### config.mk
export PLATFORM = sky130hd
export DESIGN_NAME = cacheline_adapter
export DESIGN_NICKNAME = d
export VERILOG_FILES = /design/src/rtl/cacheline_adapter.sv
export SDC_FILE = /design/constraint.sdc
export NUM_CORES = 1
export LEC_CHECK = 0
export ABC_AREA = 1
export BUFFER_PORTS_ARGS = -buffer_cell sky130_fd_sc_hd__buf_2
export CAP_MARGIN = 20
export CORE_AREA = 2 2 292 294
export DETAILED_ROUTE_END_ITERATION = 16
export DIE_AREA = 0 0 294 296
export HOLD_SLACK_MARGIN = 0.05
export PLACE_DENSITY = 0.52
export SETUP_SLACK_MARGIN = 0.5
export SYNTH_ARGS = -nofsm -noshare
export SYNTH_HDL_FRONTEND = slang
export SYNTH_SLANG_ARGS = --single-unit
### constraint.sdc
create_clock -name clk -period 2.1 [get_ports clk]
set_clock_uncertainty 0.15 [all_clocks]
set_input_delay 0.21 -clock clk [delete_from_list [all_inputs] [get_ports clk]]
set_output_delay 0.21 -clock clk [all_outputs]
set_load 0.01 [all_outputs]
### src/rtl/cacheline_adapter.sv
// Line-to-burst adapter: turns one 256-bit dfp line request into a 4-beat 64-bit bmem burst.
// Optional macro CACHELINE_ADAPTER_RADDR_CHECK_EN: drop read beats whose bmem_raddr differs from the line address.
module cacheline_adapter #(
  parameter int ADDR_W = 32,
  parameter int LINE_W = 256,
  parameter int BEAT_W = 64
) (
  input  logic              clk,
  input  logic              rst,
  input  logic [ADDR_W-1:0] dfp_addr,
  input  logic              dfp_read,
  input  logic              dfp_write,
  input  logic [LINE_W-1:0] dfp_wdata,
  output logic [LINE_W-1:0] dfp_rdata,
  output logic              dfp_resp,
  output logic [ADDR_W-1:0] bmem_addr,
  output logic              bmem_read,
  output logic              bmem_write,
  output logic [BEAT_W-1:0] bmem_wdata,
  input  logic              bmem_ready,
  input  logic [ADDR_W-1:0] bmem_raddr,
  input  logic [BEAT_W-1:0] bmem_rdata,
  input  logic              bmem_rvalid
);

  localparam int BEATS = LINE_W / BEAT_W;
  localparam int CNT_W = $clog2(BEATS);
  localparam int OFF_W = $clog2(LINE_W / 8);

  typedef enum logic [1:0] {IDLE, WRITE, READ_WAIT, RESP} state_t;

  state_t                       state, next_state;
  logic [CNT_W-1:0]             cnt;
  logic [ADDR_W-1:0]            line_addr;
  logic [BEATS-1:0][BEAT_W-1:0] wline;
  logic [BEATS-1:0][BEAT_W-1:0] rline;
  logic [ADDR_W-1:0]            req_addr;
  logic                         accept_wr, accept_rd, wr_beat, rd_beat;
  logic                         last_beat, rvalid_ok, unused_ok;

  assign req_addr  = {dfp_addr[ADDR_W-1:OFF_W], OFF_W'(0)};
  assign last_beat = (cnt == CNT_W'(BEATS - 1));
  assign dfp_rdata = rline;

`ifdef CACHELINE_ADAPTER_RADDR_CHECK_EN
  assign rvalid_ok = bmem_rvalid && (bmem_raddr == line_addr);
  assign unused_ok = ^dfp_addr[OFF_W-1:0];
`else
  assign rvalid_ok = bmem_rvalid;
  assign unused_ok = ^{bmem_raddr, dfp_addr[OFF_W-1:0]};
`endif

  // Requests are only looked at in IDLE; a write wins so a dirty victim leaves before the refill.
  always_comb begin
    next_state = state;
    accept_wr  = 1'b0;
    accept_rd  = 1'b0;
    wr_beat    = 1'b0;
    rd_beat    = 1'b0;
    dfp_resp   = 1'b0;
    bmem_read  = 1'b0;
    bmem_write = 1'b0;
    bmem_addr  = '0;
    bmem_wdata = '0;
    unique case (state)
      IDLE: begin
        if (bmem_ready && !rst) begin
          if (dfp_write) begin
            accept_wr  = 1'b1;
            next_state = WRITE;
          end else if (dfp_read) begin
            accept_rd  = 1'b1;
            bmem_read  = 1'b1;
            bmem_addr  = req_addr;
            next_state = READ_WAIT;
          end
        end
      end
      WRITE: begin
        bmem_write = 1'b1;
        bmem_addr  = line_addr;
        bmem_wdata = wline[cnt];
        if (bmem_ready) begin
          wr_beat = 1'b1;
          if (last_beat) next_state = RESP;
        end
      end
      READ_WAIT: begin
        rd_beat = rvalid_ok;
        if (rvalid_ok && last_beat) next_state = RESP;
      end
      RESP: begin
        dfp_resp   = 1'b1;
        next_state = IDLE;
      end
      default: next_state = IDLE;
    endcase
  end

  always_ff @(posedge clk) begin
    if (rst) begin
      state     <= IDLE;
      cnt       <= '0;
      line_addr <= '0;
      wline     <= '0;
      rline     <= '0;
    end else begin
      state <= next_state;
      if (accept_wr || accept_rd) line_addr <= req_addr;
      if (accept_wr) wline <= dfp_wdata;
      // The beat counter wraps back to 0 on its own after the last beat.
      if (wr_beat || rd_beat) cnt <= cnt + CNT_W'(1);
      if (rd_beat) rline[cnt] <= bmem_rdata;
    end
  end

endmodule

==> results of run 1 <==
report_power, final:
group	switching, uW	total [uW]	internal (uW)
Clock	5030	12100	7100
Combinational	10300	19500	9200
Sequential	492	11600	11100
registers in the layout, summed over array words and instances (netlist names):
name       cells
state          2
dfp_rdata    256
cnt            2
wline        256
line_addr     27
worst reg2reg max path, delay by kind of cell (launching register included):
kind	cells	cell delay (ps)
buf+inv	8	1070
flops	1	510
fa+ha+maj	1	200
simple gates	2	140
compound gates	1	120
metal layers:
| layer | part of all wire, % | up-vias | wire length (um) | track usage (%) |
|---|---|---|---|---|
| li1 | - | 12300 | - | - |
| met1 | 40 | 12600 | 47100 | 29.5 |
| met2 | 49 | 1231 | 57200 | 40.8 |
| met3 | 7.3 | 273 | 8590 | 4.71 |
| met4 | 4.2 | 2 | 4890 | 9.49 |
| met5 | 0.011 | - | 13 | 0 |
worst max path at each step:
stage          startpoint             to  slack, ps  cells past startpoint
2_1_floorplan    state[1]  bmem_addr[13]        360                      9
4_1_cts          state[0]   bmem_addr[5]       -350                      9
6_report         state[1]  bmem_addr[23]       -400                      9
3_3_place_gp          rst     wline[135]          3                      6
5_1_grt          state[0]  bmem_addr[23]       -500                      9
3_5_place_dp          rst      wline[67]         -5                      6
cells by family (layout without fill, tap and decap cells):
family	after synthesis	in the layout	synth area share, %
other	1	8	0.0169
flip-flops	543	543	48.9
buffers and inverters	428	1644	8.02
AO/OA/AOI/OAI	1022	1022	23.7
adder cells (fa/ha/maj)	10	10	0.563
AND/OR/NAND/NOR	907	907	18.8
cell usage in the layout (no fill, tap or decap), drive strengths merged:
master and instances:
a21oi 735, and2 1, buf 990, bufbuf 7, bufinv 6, clkbuf 119, clkinv 16, clkinvlp 4
conb 5, dfxtp 543, diode 3, dlygate4sd3 352, ha 10, inv 150, nand2 431, nand3 389
nand4 25, nor2 61, o21ai 287
through the flow:
| stage | utilization [%] | setup WS, ps | setup TNS, ps |
|---|---|---|---|
| 2_1_floorplan | - | 356 | 0 |
| 3_3_place_gp | 33.1 | 3.20 | 0 |
| 3_5_place_dp | 33.1 | -5.10 | -5.10 |
| 4_1_cts | 45.3 | -349 | -27100 |
| 5_1_grt | 49.2 | -504 | -45990 |
| 6_report | 49.2 | -402 | -30410 |
repair_timing:
action / in CTS / in global routing
gates cloned: 73 / 37
setup endpoints to repair: 632 / 637
resized for setup: 486 / 530
hold buffers: 352 / 0
endpoints found under the hold margin: 541 / 0
buffers inserted: 88 / 37
pin swaps: 86 / 138
area by class of cell:
| type | instances | area (um2) | share of cell area, % |
|---|---|---|---|
| repair inverters | 2 | 27.5 | 0.0664 |
| diodes | 3 | 7.51 | 0.0181 |
| repair buffers | 1379 | 13300 | 32.0 |
| flip-flops and latches | 543 | 10900 | 26.3 |
| clock buffers | 89 | 1870 | 4.51 |
| inverters | 146 | 617 | 1.49 |
| well taps | 1090 | 1360 | 3.29 |
| multi-input cells | 1944 | 13000 | 31.4 |
| clock inverters | 28 | 405 | 0.978 |
==> flow_summary_export.csv, run 1 <==
group,metric,value,unit
status,outcome,"complete, but fails checks",
status,violations,"negative setup slack",
setup_path,crit_chain,"clkinv_4 > ha_4 > inv_2 > nor2_4 > buf_6 > buf_16 > nand4_1 > a21oi_2 > buf_2",
sta,finalSetupViolations,156,
setup_path,cp-end-kind,"output port",
detailed_routing,route.vias.total,26500,
synth,synthArstFlopShare,0,%
final_layout,drive_above_1_share,44.4,%
setup_path,r2r_start,"cnt[0]",
floorplanning,rows,107,
sta,fmax,400,MHz
sta,relSlewSlack,39.7,%
global_route,grt_pass1_vias,25000,
power,vdd_drop_max,632,uV
synth,ys_warn_count,0,
synth,ys_seq_elements,543,
placement,gp_congestion,0.818,
sta,tightest_slew,905,ps
clock_network,cts_tree,"yes",
placement,dp.final_hpwl,60500,um
global_route,grt-ovfl-total,0,
detailed_routing,antenna_left,0,
detailed_routing,firstDrtPassIters,5,
clock_network,clk_path_buf_depth,3,
floorplanning,die_area,87000,um2
synth,synth.cell_area,22200,um2
final_layout,nets,4483,
run,drv_cap,0,
global_route,grt_use_total,23.9,%
final_layout,fill_cells,7706,
floorplanning,coreArea,84200,um2
sta,final_hold_viol_count,0,
final_layout,area_delta_synth_final,86.5,%
setup_path,worst_ep_arrival_time,2140,ps
placement,dp_cells,4517,
final_layout,final_cell_area,41500,um2
floorplanning,initial_core_util,26.4,%
synth,yosysTopAreaCellShare,48.9,%
synth,ys_top_cells_by_count,"a21oi_1, dfxtp_1, nand2_1, nand3_1, o21ai_0",
sta,final.period_utilization,119,%
setup_path,slowest_delay,350,ps
synth,syn_avg_cell_area,7.63,um2
global_route,grt_antenna_before_repair,4,
power,power_leakage,0.0157,uW
clock_network,clkTransAtPathRegs,60,ps
clock_network,clockRootBuffer,"clkbuf_16",
power,power,43100,uW
clock_network,numCtsBuffers,67,
floorplanning,die_h,296,um
floorplanning,die_x,294,um
clock_network,htreeDepth,3,
final_layout,fin_cells,5224,
global_route,grt_max_degree,149,
setup_path,r2r_slack,-150,ps
setup_path,criticalPathCategory,"register to output port",
setup_path,rr_endpoint,"dfp_rdata[44]",
synth,synth-seq-area-share,48.9,%
worst_hold_path,min_path_cells,5,
sta,period_needed,2500,ps
sta,timing.hold.ws,95.0,ps
detailed_routing,wl,118000,um
detailed_routing,avgViaCountPerCell,5.07,
sta,setup_ws,-402,ps
detailed_routing,drt_iter0_drc,1865,
setup_path,worstPathRequired,1740,ps
detailed_routing,drc,0,
setup_path,cp_max_fo,7,
clock_network,worstSkewPairLatency,600,ps
clock_network,cts_num_sinks,543,
setup_path,path_delay_family,"buffers and inverters",
detailed_routing,wl_per_cell,22.5,um
global_route,grt_pass1_wl,159000,um
sta,rsz0062_at_grt,"yes",
placement,port_buffers,702,
worst_hold_path,hold_path.startpoint,"rst",
worst_hold_path,whs_endpoint,"wline[116]",
setup_path,crit_path_start_kind,"register",
synth,synth_top_cell_by_area,"dfxtp_1",
floorplanning,ioPinCount,745,
synth,syn_inst,2911,
synth,synth_area_leaders,"dfxtp_1, a21oi_1, nand3_1",
setup_path,critPathBufInv,5,
synth,synthDistinctLibCells,24,
placement,postPlaceCellArea,27900,um2
synth,synth-edff-count,0,
power,power_density,1040,nW/um2
synth,synth_flop_cell,"dfxtp_1",
sta,slew_violations,0,
setup_path,rr_worst_depth,12,
setup_path,cp_slowest_cell,"dfxtp_4",
worst_hold_path,hold_path_class,"input pin to register",
synth,yosysMostFrequentCell,"a21oi_1",
Note: power is estimated with default switching activity, not from simulation.
==> run 2: changes to the inputs <==
--- a/config.mk
+++ b/config.mk
@@ -11,7 +11,6 @@
 export CORE_AREA = 2 2 292 294
 export DETAILED_ROUTE_END_ITERATION = 16
 export DIE_AREA = 0 0 294 296
-export HOLD_SLACK_MARGIN = 0.05
 export PLACE_DENSITY = 0.52
 export SETUP_SLACK_MARGIN = 0.5
 export SYNTH_ARGS = -nofsm -noshare
==> constraint.sdc (replaced) <==
create_clock -name clk -period 2.1 [get_ports clk]
set_clock_uncertainty 0.15 [all_clocks]
set_input_delay 0.105 -clock clk [delete_from_list [all_inputs] [get_ports clk]]
set_output_delay 0.105 -clock clk [all_outputs]
set_load 0.01 [all_outputs]
==> run 2 against run 1 <==
- the flow still finishes with violations (negative setup slack)
- combinational power shrank 34%
- sequential share of layout area grew 4.3 points
- utilization shrank 7.0 points
- non-clock buffer count shrank 144
- maximum frequency grew 8.1%
- register-to-register slack gained 180 ps
- worst setup slack gained 190 ps
- hold slack lost 77 ps
- clock-buffer cell count grew 1
- via count shrank 5.8%
- sequential cell count is the same
- critical path type unchanged
- critical endpoint is now bmem_addr[18]
==> flow_summary_export.csv, run 2 (synthesized netlist as in run 1, its figures left out) <==
group,metric,value,unit
status,outcome,"complete, but fails checks",
status,violations,"negative setup slack",
worst_hold_path,hold_path_class,"input pin to register",
clock_network,numCtsBuffers,61,
placement,dp_cells,4523,
placement,postPlaceCellArea,27600,um2
sta,tightest_slew,971,ps
final_layout,fin_cells,5069,
global_route,grt_pass1_wl,142000,um
setup_path,r2r_start,"state[0]",
sta,period_needed,2310,ps
placement,port_buffers,702,
sta,fmax,432,MHz
final_layout,nets,4332,
floorplanning,coreArea,84200,um2
setup_path,worstSetupStartpoint,"state[0]",
clock_network,clockRootBuffer,"clkbuf_16",
setup_path,worst_ep_arrival_time,2060,ps
sta,slew_violations,0,
floorplanning,rows,107,
floorplanning,initial_core_util,26.4,%
global_route,grt_max_degree,146,
placement,gp_congestion,0.854,
clock_network,htreeDepth,2,
detailed_routing,firstDrtPassIters,7,
final_layout,drive_above_1_share,33.2,%
setup_path,cp_slowest_cell,"dfxtp_4",
detailed_routing,route.vias.total,24900,
global_route,grt_pass1_vias,23400,
final_layout,final_cell_area,35600,um2
sta,fin_setup_tns,-12660,ps
global_route,grt.busiest_layer,"met2",
sta,finalSetupViolations,92,
power,power_leakage,0.0137,uW
global_route,met2_usage,34.5,%
clock_network,clkTransAtPathRegs,50,ps
setup_path,cp-end-kind,"output port",
global_route,grt_use_met3,4.27,%
floorplanning,die_h,296,um
detailed_routing,drc,0,
detailed_routing,antenna_left,0,
setup_path,slowest_delay,360,ps
global_route,gr-usage-met1,26.5,%
power,power_density,982,nW/um2
final_layout,multi_input_comb_area,10900,um2
clock_network,worstSkewPairLatency,620,ps
global_route,grt_antenna_before_repair,3,
clock_network,clk_path_buf_depth,3,
setup_path,crit_top_cell,"buf_12",
final_layout,seqCellArea,10900,um2
setup_path,crit_path_start_kind,"register",
detailed_routing,avgViaCountPerCell,4.92,
sta,rsz0062_at_grt,"yes",
clock_network,cts_num_sinks,543,
setup_path,crit_chain,"inv_4 > ha_4 > inv_2 > nor2_4 > buf_12 > buf_12 > nand4_1 > a21oi_2 > buf_2",
detailed_routing,wl_per_cell,19.7,um
global_route,grt-ovfl-total,0,
final_layout,fill_cells,8424,
run,drv_cap,0,
sta,final.period_utilization,110,%
sta,setup_ws,-215,ps
clock_network,cts_tree,"yes",
floorplanning,die_area,87000,um2
worst_hold_path,hold_path.startpoint,"bmem_ready",
floorplanning,die_x,294,um
final_layout,layout_commonest_cell,"buf_2",
floorplanning,ioPinCount,745,
placement,dp.final_hpwl,60900,um
power,vdd_drop_max,569,uV
sta,relSlewSlack,35.3,%
final_layout,final_cell_mix,"buf_2, a21oi_1, dfxtp_1, nand2_1, dlygate4sd3_1",
global_route,grt_use_total,20.8,%
setup_path,criticalPathCategory,"register to output port",
sta,final_hold_viol_count,0,
final_layout,area_delta_synth_final,60.1,%
detailed_routing,drt_iter0_drc,1552,
detailed_routing,wl,99700,um
setup_path,worstPathRequired,1850,ps
setup_path,cp_max_fo,7,
[run 2: final timing paths]
kind                            slack [ps]       endpoint  depth (start not counted)
worst max-delay path                  -210  bmem_addr[18]                          9
worst min register to register         300      wline[80]                          2
worst max register to register          30     wline[196]                         10
worst min-delay path                    20       state[1]                          7
[run 2: stage by stage]
stage	utilization (%)	total power (uW)	hold WS (ps)	worst slack, ps
after floorplan	-	17200	102	427
after global placement	32.8	20400	220	83.0
after detailed placement	32.8	20400	221	95.6
after CTS	40.9	33500	-36.3	-241
after global routing	42.3	36400	63.4	-309
final	42.3	34900	18.1	-215
[run 2: area by class of cell]
class	instances	share of cell area, %
Clock buffer	90	4.99
Tap cell	1090	3.83
Multi-Input combinational cell	1944	30.6
Timing Repair inverter	1	0.0457
Antenna cell	4	0.0281
Sequential cell	543	30.6
Inverter	146	1.67
Clock inverter	16	0.559
Timing Repair Buffer	1235	27.7
[run 2: metal layers]
layer  routed length (um)  vias to the layer above
met5                    0                        -
met4                 3910                        0
met3                 7440                      193
met2                46700                     1069
met1                41600                    11700
li1                     -                    12000
[run 2: worst max-delay path: cells and delay by family, from the launching register on]
family	cells	cell delay [ps]
AND/OR/NAND/NOR	2	210
flip-flops	1	360
AO/OA/AOI/OAI	1	210
adder cells (fa/ha/maj)	1	140
buffers and inverters	5	530
[run 2: where the power goes]
part	internal, uW	switching, uW
clock network	6180	4570
logic	5150	7640
registers	11100	351
[run 2: timing repair]
| action | 4_1_cts | 5_1_grt |
|---|---|---|
| cloned | 17 | 15 |
| hold buffers | 355 | 0 |
| endpoints found under the hold margin | 543 | 0 |
| resized for setup | 157 | 211 |
| endpoints found under the setup margin | 597 | 637 |
| setup buffers | 33 | 16 |
| pin swaps | 35 | 76 |
